--- src/rtl/multi_channel_debouncer.sv ---
// N-channel debouncer: 2-flop synchroniser, per-channel counter and a two-state FSM
// (early-detect lockout or delayed stability-confirm). Edge pulses need DEBOUNCE_EDGE_PULSE_EN.
module multi_channel_debouncer #(
  parameter int N_CH         = 4,
  parameter int DELAY_CYCLES = 20000000,
  parameter int EARLY_MODE   = 1,
  parameter bit RESET_LEVEL  = 1'b0
) (
  input  logic            clk,
  input  logic            reset_n,
  input  logic [N_CH-1:0] noisy,
  output logic [N_CH-1:0] debounced,
  output logic [N_CH-1:0] rise_pulse,
  output logic [N_CH-1:0] fall_pulse
);

  localparam int CNT_W = $clog2(DELAY_CYCLES + 1);

  localparam logic [0:0] ST_STABLE  = 1'b0;
  localparam logic [0:0] ST_LOCKOUT = 1'b1;
  localparam logic [0:0] ST_PENDING = 1'b1;

  localparam logic [CNT_W-1:0] CNT_ONE  = CNT_W'(1);
  localparam logic [CNT_W-1:0] CNT_LAST = CNT_W'(DELAY_CYCLES - 1);
  localparam logic [CNT_W-1:0] CNT_MAX  = CNT_W'(DELAY_CYCLES);

  logic [N_CH-1:0]            sync_meta;
  logic [N_CH-1:0]            sync_q;
  logic [N_CH-1:0]            deb_q;
  logic [N_CH-1:0]            deb_d;
  // One state bit per channel; kept as a named vector so checkers can bind to it.
  logic [N_CH-1:0]            state_q;
  logic [N_CH-1:0]            state_d;
  logic [N_CH-1:0][CNT_W-1:0] cnt_q;
  logic [N_CH-1:0][CNT_W-1:0] cnt_d;

  always_ff @(posedge clk or negedge reset_n) begin
    if (!reset_n) begin
      sync_meta <= {N_CH{RESET_LEVEL}};
      sync_q    <= {N_CH{RESET_LEVEL}};
    end else begin
      sync_meta <= noisy;
      sync_q    <= sync_meta;
    end
  end

  always_comb begin
    deb_d   = deb_q;
    state_d = state_q;
    cnt_d   = cnt_q;
    for (int i = 0; i < N_CH; i++) begin
      if (EARLY_MODE != 0) begin
        // Early-detect: follow the input at once, then ignore it for DELAY_CYCLES.
        if (state_q[i] == ST_STABLE) begin
          if (sync_q[i] != deb_q[i]) begin
            deb_d[i]   = sync_q[i];
            cnt_d[i]   = '0;
            state_d[i] = ST_LOCKOUT;
          end
        end else if (cnt_q[i] == CNT_LAST) begin
          cnt_d[i]   = '0;
          state_d[i] = ST_STABLE;
        end else begin
          cnt_d[i] = cnt_q[i] + CNT_ONE;
        end
      end else begin
        // Delayed: accept a new level only after it persists DELAY_CYCLES+1 samples.
        if (state_q[i] == ST_STABLE) begin
          if (sync_q[i] != deb_q[i]) begin
            cnt_d[i]   = CNT_ONE;
            state_d[i] = ST_PENDING;
          end
        end else if (sync_q[i] == deb_q[i]) begin
          cnt_d[i]   = '0;
          state_d[i] = ST_STABLE;
        end else if (cnt_q[i] == CNT_MAX) begin
          deb_d[i]   = sync_q[i];
          cnt_d[i]   = '0;
          state_d[i] = ST_STABLE;
        end else begin
          cnt_d[i] = cnt_q[i] + CNT_ONE;
        end
      end
    end
  end

  always_ff @(posedge clk or negedge reset_n) begin
    if (!reset_n) begin
      deb_q   <= {N_CH{RESET_LEVEL}};
      state_q <= {N_CH{ST_STABLE}};
      cnt_q   <= '0;
    end else begin
      deb_q   <= deb_d;
      state_q <= state_d;
      cnt_q   <= cnt_d;
    end
  end

  assign debounced = deb_q;

`ifdef DEBOUNCE_EDGE_PULSE_EN
  logic [N_CH-1:0] rise_q;
  logic [N_CH-1:0] fall_q;

  // Registered from the same next-level term so pulses line up with the new level.
  always_ff @(posedge clk or negedge reset_n) begin
    if (!reset_n) begin
      rise_q <= '0;
      fall_q <= '0;
    end else begin
      rise_q <= deb_d & ~deb_q;
      fall_q <= ~deb_d & deb_q;
    end
  end

  assign rise_pulse = rise_q;
  assign fall_pulse = fall_q;
`else
  assign rise_pulse = '0;
  assign fall_pulse = '0;
`endif

endmodule

--- config.mk ---
export PLATFORM = sky130hd
export DESIGN_NAME = multi_channel_debouncer
export DESIGN_NICKNAME = d
export VERILOG_FILES = /design/src/rtl/multi_channel_debouncer.sv
export SDC_FILE = /design/constraint.sdc
export NUM_CORES = 1
export LEC_CHECK = 0
export ABC_AREA = 1
export CORE_MARGIN = 3
export CORE_UTILIZATION = 25
export DETAILED_ROUTE_END_ITERATION = 10
export SLEW_MARGIN = 20
export SYNTH_ARGS = -nofsm -noshare
export SYNTH_HDL_FRONTEND = slang
export SYNTH_SLANG_ARGS = --single-unit
--- constraint.sdc ---
create_clock -name clk -period 2 [get_ports clk]
set_input_delay 0.2 -clock clk [delete_from_list [all_inputs] [get_ports clk]]
set_output_delay 0.2 -clock clk [all_outputs]
set_load 0.005 [all_outputs]
# After elaboration in Yosys (flattened, before gate mapping)
# Index checks and enable logic that the tools add are counted.
# op_classes
n_eq_ne	8
n_addsub	4
reduce_logical	8
bitwise_logic	4
mux	24
# ops
cell	n
25-bit 2-to-1 mux	12
25-bit by 1-bit adder with 25-bit output, second input constant	4
25-bit == test, second input constant	4
1-bit 2-to-1 mux	12
2-bit AND reduction	4
2-bit nonzero test	4
1-bit inequality test	4
1-bit NOT	4
# word_totals
in_bits	6
output_inout_bits	12
ff_bits	116
elab_cells	59

# Depth between registers and ports, before layout
# Gate-level depths: netlist of run 1.
# depth
depth_word	3
mapped_depth	10
mapped_depth_nobuf	10

# Least setup slack after synthesis of run 1
# OpenSTA, ideal clock, no wires.
# synth_timing
kind	register -> register
startpoint	register cnt_q[0] (netlist name)
endpoint	register cnt_q[20] (netlist name)
slack_ns	0.472
arrival_ns	1.463
setup_ns	0.065
t_required_ns	1.935
path_stages_with_launch	10
synth_period_minus_slack_ns	1.528
path_cell_list	dfrtp_1 > ha_1 > nand2_2 > nor2_2 > and2_4 > nand2_2 > nor2_4 > nor2_2 > nand3_1 > nand2_1
# synth_via
elab_chain_len	3
# synth_lines
item	line	source
start, declared	34	logic [N_CH-1:0][CNT_W-1:0] cnt_q;
start signal, assigned	95	cnt_q <= cnt_d;
25-bit by 1-bit adder with 25-bit output or 25-bit == test (tied branches)	-	
25-bit 2-to-1 mux (*)	60	end else if (cnt_q[i] == CNT_LAST) begin
25-bit 2-to-1 mux (*)	54	if (state_q[i] == ST_STABLE) begin
# Mark *: on every way between the ends. The rest lies on a longest branch, timed or not.
# A chain may end at the register's enable or synchronous reset.

# Worst setup path after layout of run 1
# layout_timing
startpoint	register cnt_q[0] (netlist name)
endpoint	register cnt_q[7] (netlist name)
# The elaborated chain is that of the path after synthesis.

==> results of run 1 <==
[registers in the layout, indices dropped and copies added (netlist names)]
signal / cells
cnt_q: 100
debounced: 4
state_q: 4
sync_meta: 4
sync_q: 4
[area by class of cell]
type / instances / area (um^2)
clock buffers: 21 / 470.5
clock inverters: 11 / 150.1
fillers: 3083 / 19760
inverters: 106 / 397.9
multi-input cells: 783 / 3877
flip-flops and latches: 116 / 2903
well taps: 378 / 473.0
repair buffers: 22 / 212.7
[power by group]
| part | leakage (nW) | switching, mW | internal (mW) |
|---|---|---|---|
| sequential | 1.54 | 0.380 | 2.67 |
| combinational | 1.84 | 0.965 | 0.592 |
| clock | 0.288 | 1.13 | 2.06 |
| total | 3.67 | 2.48 | 5.32 |
[worst max-delay path: stages (launching register included)]
cell	delay [ns]
dfrtp_1	0.46
ha_1	0.23
nand2_2	0.10
nor2_2	0.14
and2_4	0.17
nand2_2	0.08
o21ai_4	0.29
o21ai_1	0.10
[repair_timing]
item | in CTS | in global routing
endpoints found under the setup margin | 0 | 0
endpoints found under the hold margin | 15 | 0
hold buffers | 1 | 0
[routing by layer]
| metal | vias to the layer above | routed length, um | global-route usage [%] |
|---|---|---|---|
| met4 | 0 | 258 | 3.601 |
| met2 | 117 | 8060 | 18.85 |
| met3 | 20 | 678 | 2.488 |
| li1 | 3277 | - | - |
| met5 | - | 0 | 0 |
| met1 | 2997 | 8558 | 15.59 |
[cell usage in the layout, fill, tap and decap left out, types with 15 or more instances in the layout]
cell type / instances
nand3_1: 89
nand2_2: 16
clkbuf_16: 17
dfrtp_1: 116
nor2_2: 20
nand2_1: 330
nor2_1: 126
inv_1: 92
nand4_1: 21
nor2_4: 15
xor2_1: 33
o21ai_0: 47
[through the flow]
step | instances | hold WS (ns)
after global routing | 1437 | 0.2233
after detailed placement | 1404 | 0.1166
final | 1437 | 0.2230
after floorplan | 1027 | -0.09559
after CTS | 1437 | 0.2071
after global placement | 1404 | 0.1180
[worst paths after layout]
check                                   from           end  slack [ns]  cells past startpoint
max in group asynchronous            reset_n     cnt_q[91]        1.21                      3
worst max register to register      cnt_q[0]      cnt_q[7]        0.31                      7
min in group asynchronous            reset_n     cnt_q[62]        0.24                      2
worst min-delay path                noisy[3]  sync_meta[3]        0.22                      1
worst min register to register  sync_meta[0]     sync_q[0]        0.35                      0
worst max-delay path                cnt_q[0]      cnt_q[7]        0.31                      7
[kinds of logic after synthesis]
family                   Yosys count  synth area share (%)
AO/OA/AOI/OAI                     87                 7.179
XOR/XNOR                          40                 4.809
adder cells (fa/ha/maj)            4                0.6870
buffers and inverters            128                 7.299
flip-flops                       116                 39.84
multiplexers                       1                0.1374
other                              1               0.05147
AND/OR/NAND/NOR                  643                 40.00
==> results.md, run 1 <==
- Post-synth top area cell: dfrtp_1
- First-pass GRT wire length: 29790 um
- Clock Skews: 0.01267 ns
- # rows: 61
- Status: complete, no violations
- Post-CTS Setup Bufs: 0
- Cell Area, Synth: 0.007286 mm^2
- Final worst-path setup slack: 0.3058 ns
- YS warnings: 0
- DR vias/cell: 4.461
- Largest net degree at the start of global routing: 44
- NumNets Final: 1056
- CTS Buffer Depth: 2
- Post-route setup TNS: 0 ns
- Final Util: 30.04%
- Via count: 6411
- Die H: 176.7 um
- CTS Buf Count: 17
- Final hold violation count: 0
- Setup violations, final: 0
- Max Slew Vio Count: 0
- Final instance area: 0.008484 mm^2
- Share of cells above drive strength 1: 12.65%
- Die Area: 0.03123 mm^2
- Antenna violations before repair: 0
- Placed inst area: 0.007854 mm^2
- TritonCTS clock tree: yes
- Core area: 0.02824 mm^2
- Hold Path Class: in -> reg
- Die width: 176.7 um
- Post-synthesis cell type count: 39
- Ys async rst share: 100.0%
- Post-route clock period utilization: 84.71%
- Max-cap violations: 0
- GP Congestion: 0.8618
- Vias in the first global route: 6282
- DRC Markers: 0
- Total global routing overflow: 0
- Worst slack at placement: 0.3121 ns
- Max VDD drop: 0.0006957 V
- Initial Util: 25.80%
- Synth cell count leaders: nand2_1, nor2_1, dfrtp_1
- DRT Wirelength: 17560 um
- CP Capture Type: register
- Startpoint type of the worst setup path: register
- Top-count cell post-synth: nand2_1
- Drt wl/cell: 12.22 um
- Pwr Total: 7.799 mW
- P&R area growth vs syn: 16.45%
- Cell Pwr Density: 919.3 mW/mm^2
- Number of synthesized flops with an enable pin: 0
- Unrepaired setup endpoints after global routing: no
- Root Buffer: clkbuf_16
- Post-synthesis sequential area ratio: 39.84%
- Synth area leaders: dfrtp_1, nand2_1, nor2_1, nand3_1, inv_1
- CTS resizes: 0
- PortBufs: 9
- CTS sink cnt: 116
- Htree depth: 4
- GRT Overall Usage: 11.64%
- Most used flip-flop cell after synthesis: dfrtp_1
- Leak pwr: 3.668 nW
- Clk slew on worst S/H paths: 0.05 ns
- Req. time, crit path: 2.29 ns
- Syn Area/Cell: 7.143 um^2
- Yosys reg bits: 116
- Critical-path maximum fanout: 7
- Mapped Cells: 1020
- Initial DRT Pass Iterations: 5
- Slew at the pin closest to its max-slew limit: 0.5009 ns
- CP arrival: 1.98 ns
- Routed Antenna Nets: 0
- Share of the synthesized area in the top cell type: 39.84%
- Crit path time final: 1.694 ns
- FMAX: 590.2 MHz
- Antenna diodes: 0
- Io pins: 18
- Clk_lat worst skew: 0.42 ns
- Dpl hpwl: 12740 um
- 1st-iter DRT viols: 365
- Critical path class: reg -> reg
- Max_slew headroom: 66.57%
Power figures use the tool's default switching activity.
==> inputs of run 2 (changes only) <==
==> constraint.sdc (replaced) <==
create_clock -name clk -period 1.6 [get_ports clk]
set_input_delay 0.16 -clock clk [delete_from_list [all_inputs] [get_ports clk]]
set_output_delay 0.16 -clock clk [all_outputs]
set_load 0.005 [all_outputs]
==> results.md, run 2 (synthesized netlist as in run 1, its figures left out) <==
- Hold Path Class: in -> reg (unchanged)
- Antenna diodes: 0 (unchanged)
- Unrepaired setup endpoints after global routing: yes (was no)
- First-pass GRT wire length: 30630 um (was 29790 um)
- P&R area growth vs syn: 19.59% (was 16.45%)
- Placed insts: 1418 (was 1404)
- Register-to-Register Setup Slack: 0.05 ns (was 0.31 ns)
- CTS sink cnt: 116 (unchanged)
- Reg2Reg Launch Point: cnt_q[1] (was cnt_q[0])
- Final worst-path setup slack: 0.05353 ns (was 0.3058 ns)
- CTS Buf Count: 17 (unchanged)
- Critical path class: reg -> reg (unchanged)
- Final Non-Filler Cells: 1460 (was 1437)
- Worst R2R End: cnt_q[8] (was cnt_q[7])
- Core area: 0.02824 mm^2 (unchanged)
- Worst hold margin: 0.1739 ns (was 0.2230 ns)
- Post-route setup TNS: 0 ns (unchanged)
- Commonest cells after routing, fill and taps aside: nand2_1, nor2_1, dfrtp_1 (unchanged)
- Min-delay src: noisy[3] (unchanged)
- DRC Markers: 0 (unchanged)
- Drt wl/cell: 12.24 um (was 12.22 um)
- GRT Overall Usage: 11.91% (was 11.64%)
- Net load switching power: 3.273 mW (was 2.480 mW)
- Final instance area: 0.008713 mm^2 (was 0.008484 mm^2)
- Status: complete, no violations (unchanged)
- CP Capture Type: register (unchanged)
- Root Buffer: clkbuf_16 (unchanged)
- Worst slack at placement: 0.01214 ns (was 0.3121 ns)
- FMAX: 646.6 MHz (was 590.2 MHz)
- Clock Skews: 0.007735 ns (was 0.01267 ns)
- Req. time, crit path: 1.90 ns (was 2.29 ns)
- TritonCTS clock tree: yes (unchanged)
- Max Slew Vio Count: 0 (unchanged)
- Io pins: 18 (unchanged)
- Most common cell after layout, fill and taps aside: nand2_1 (unchanged)
- Final Util: 30.86% (was 30.04%)
- Initial DRT Pass Iterations: 5 (unchanged)
- Vias in the first global route: 6370 (was 6282)
- Clk_lat worst skew: 0.42 ns (about the same)
- DR vias/cell: 4.488 (was 4.461)
- Crit path time final: 1.546 ns (was 1.694 ns)
- Clock group share of total power: 37.0% (was 41.0%)
- Max VDD drop: 0.0008397 V (was 0.0006957 V)
- Final hold violation count: 0 (unchanged)
- CTS Buffer Depth: 2 (unchanged)
- Share of power burned in registers: 39.1% (about the same)
- DRT Wirelength: 17870 um (was 17560 um)
- Reg with most FFs: cnt_q (unchanged)
- CP arrival: 1.85 ns (was 1.98 ns)
- Antenna violations before repair: 0 (unchanged)
- Hold path depth: 1 (unchanged)
- Setup violations, final: 0 (unchanged)
- Htree depth: 4 (unchanged)
- Int Pwr: 6.438 mW (was 5.319 mW)
- Routed Antenna Nets: 0 (unchanged)
- # rows: 61 (unchanged)
- Dpl hpwl: 12860 um (was 12740 um)
- Placed inst area: 0.007959 mm^2 (was 0.007854 mm^2)
- Hold endpoint: sync_meta[3] (unchanged)
- Initial Util: 25.80% (unchanged)
- Die Area: 0.03123 mm^2 (unchanged)
- Share of cells above drive strength 1: 15.90% (was 12.65%)
- Clk slew on worst S/H paths: 0.06 ns (was 0.05 ns)
- Pwr Total: 9.712 mW (was 7.799 mW)
- Combinational Power Share: 23.9% (was 20.0%)
- Reg2Reg Depth: 8 (was 7)
- GP Congestion: 0.8820 (was 0.8618)
- 1st-iter DRT viols: 417 (was 365)
- Leak pwr: 3.765 nW (was 3.668 nW)
- Post-route clock period utilization: 96.65% (was 84.71%)
- Critical-path maximum fanout: 7 (unchanged)
- Die width: 176.7 um (unchanged)
- Via count: 6552 (was 6411)
- Switching Share: 33.70% (was 31.80%)
- Die H: 176.7 um (unchanged)
- Total global routing overflow: 0 (unchanged)
- Max-cap violations: 0 (unchanged)
- Cell Pwr Density: 1115 mW/mm^2 (was 919.3 mW/mm^2)
- Startpoint type of the worst setup path: register (unchanged)
- PortBufs: 9 (unchanged)
- Largest register FFs: 100 (unchanged)
- Largest net degree at the start of global routing: 42 (was 44)
- NumNets Final: 1079 (was 1056)
-- run 2: changes by cell type in the layout (fill, tap and decap cells not counted), moves of 3 or more --
| cell | previous run | this run |
|---|---|---|
| nor2_2 | 20 | 16 |
| clkbuf_8 | 3 | 0 |
| buf_4 | 11 | 31 |
| ha_1 | 4 | 1 |
| nor2_4 | 15 | 20 |
| dfrtp_1 | 116 | 111 |
| dfrtp_2 | 0 | 5 |
| clkinv_4 | 1 | 4 |
-- run 2: power groups by stage --
stage	Sequential (mW)	Clock (mW)	Combinational [mW]
finish	3.80	3.60	2.32
global route	3.86	3.81	2.59
CTS	3.76	3.68	2.17
floorplan	3.74	0	1.41
detailed placement	3.81	0	2.14
global placement	3.80	0	2.13
-- run 2: how the worst max path moves through the flow --
stage	start	slack (ns)	cells after the start	endpoint
final	cnt_q[1]	0.05	8	cnt_q[8]
after CTS	debounced[1]	0.009	1	debounced[1]
after global placement	cnt_q[1]	0.08	9	cnt_q[20]
after floorplan	cnt_q[0]	0.07	9	cnt_q[20]
after global routing	cnt_q[76]	-0.04	11	cnt_q[99]
after detailed placement	cnt_q[1]	0.01	9	cnt_q[24]
-- run 2: per-layer routing --
| metal | share of wire [%] | GRT usage (%) | wire length, um |
|---|---|---|---|
| met1 | 49 | 16.07 | 8814 |
| met2 | 46 | 19.13 | 8179 |
| met3 | 3.3 | 2.531 | 586 |
| met4 | 1.6 | 3.732 | 291 |
| met5 | 0 | 0 | 0 |
-- run 2: timing repair --
action	in CTS	in global routing
hold buffers	1	0
resized for setup	1	25
gates cloned	0	1
hold endpoints to repair	116	0
setup endpoints to repair	3	55
pin swaps	0	11
buffers inserted	0	8
-- run 2: worst max-delay path, cell delays in order, from the launching register on --
cell and delay [ns]:
dfrtp_1 0.38, ha_2 0.20, nand2_2 0.10, nor2_4 0.11, and2_4 0.16, nand2_2 0.09, o21ai_4 0.18, buf_12 0.14
o21ai_1 0.06
-- run 2: cell type report --
class,count,area (um^2)
Multi-Input combinational cell,784,3978
Fill cell,3071,19530
Inverter,106,397.9
Sequential cell,116,2909
Clock buffer,17,425.4
Tap cell,378,473.0
Clock inverter,15,136.4
Timing Repair Buffer,44,394.1
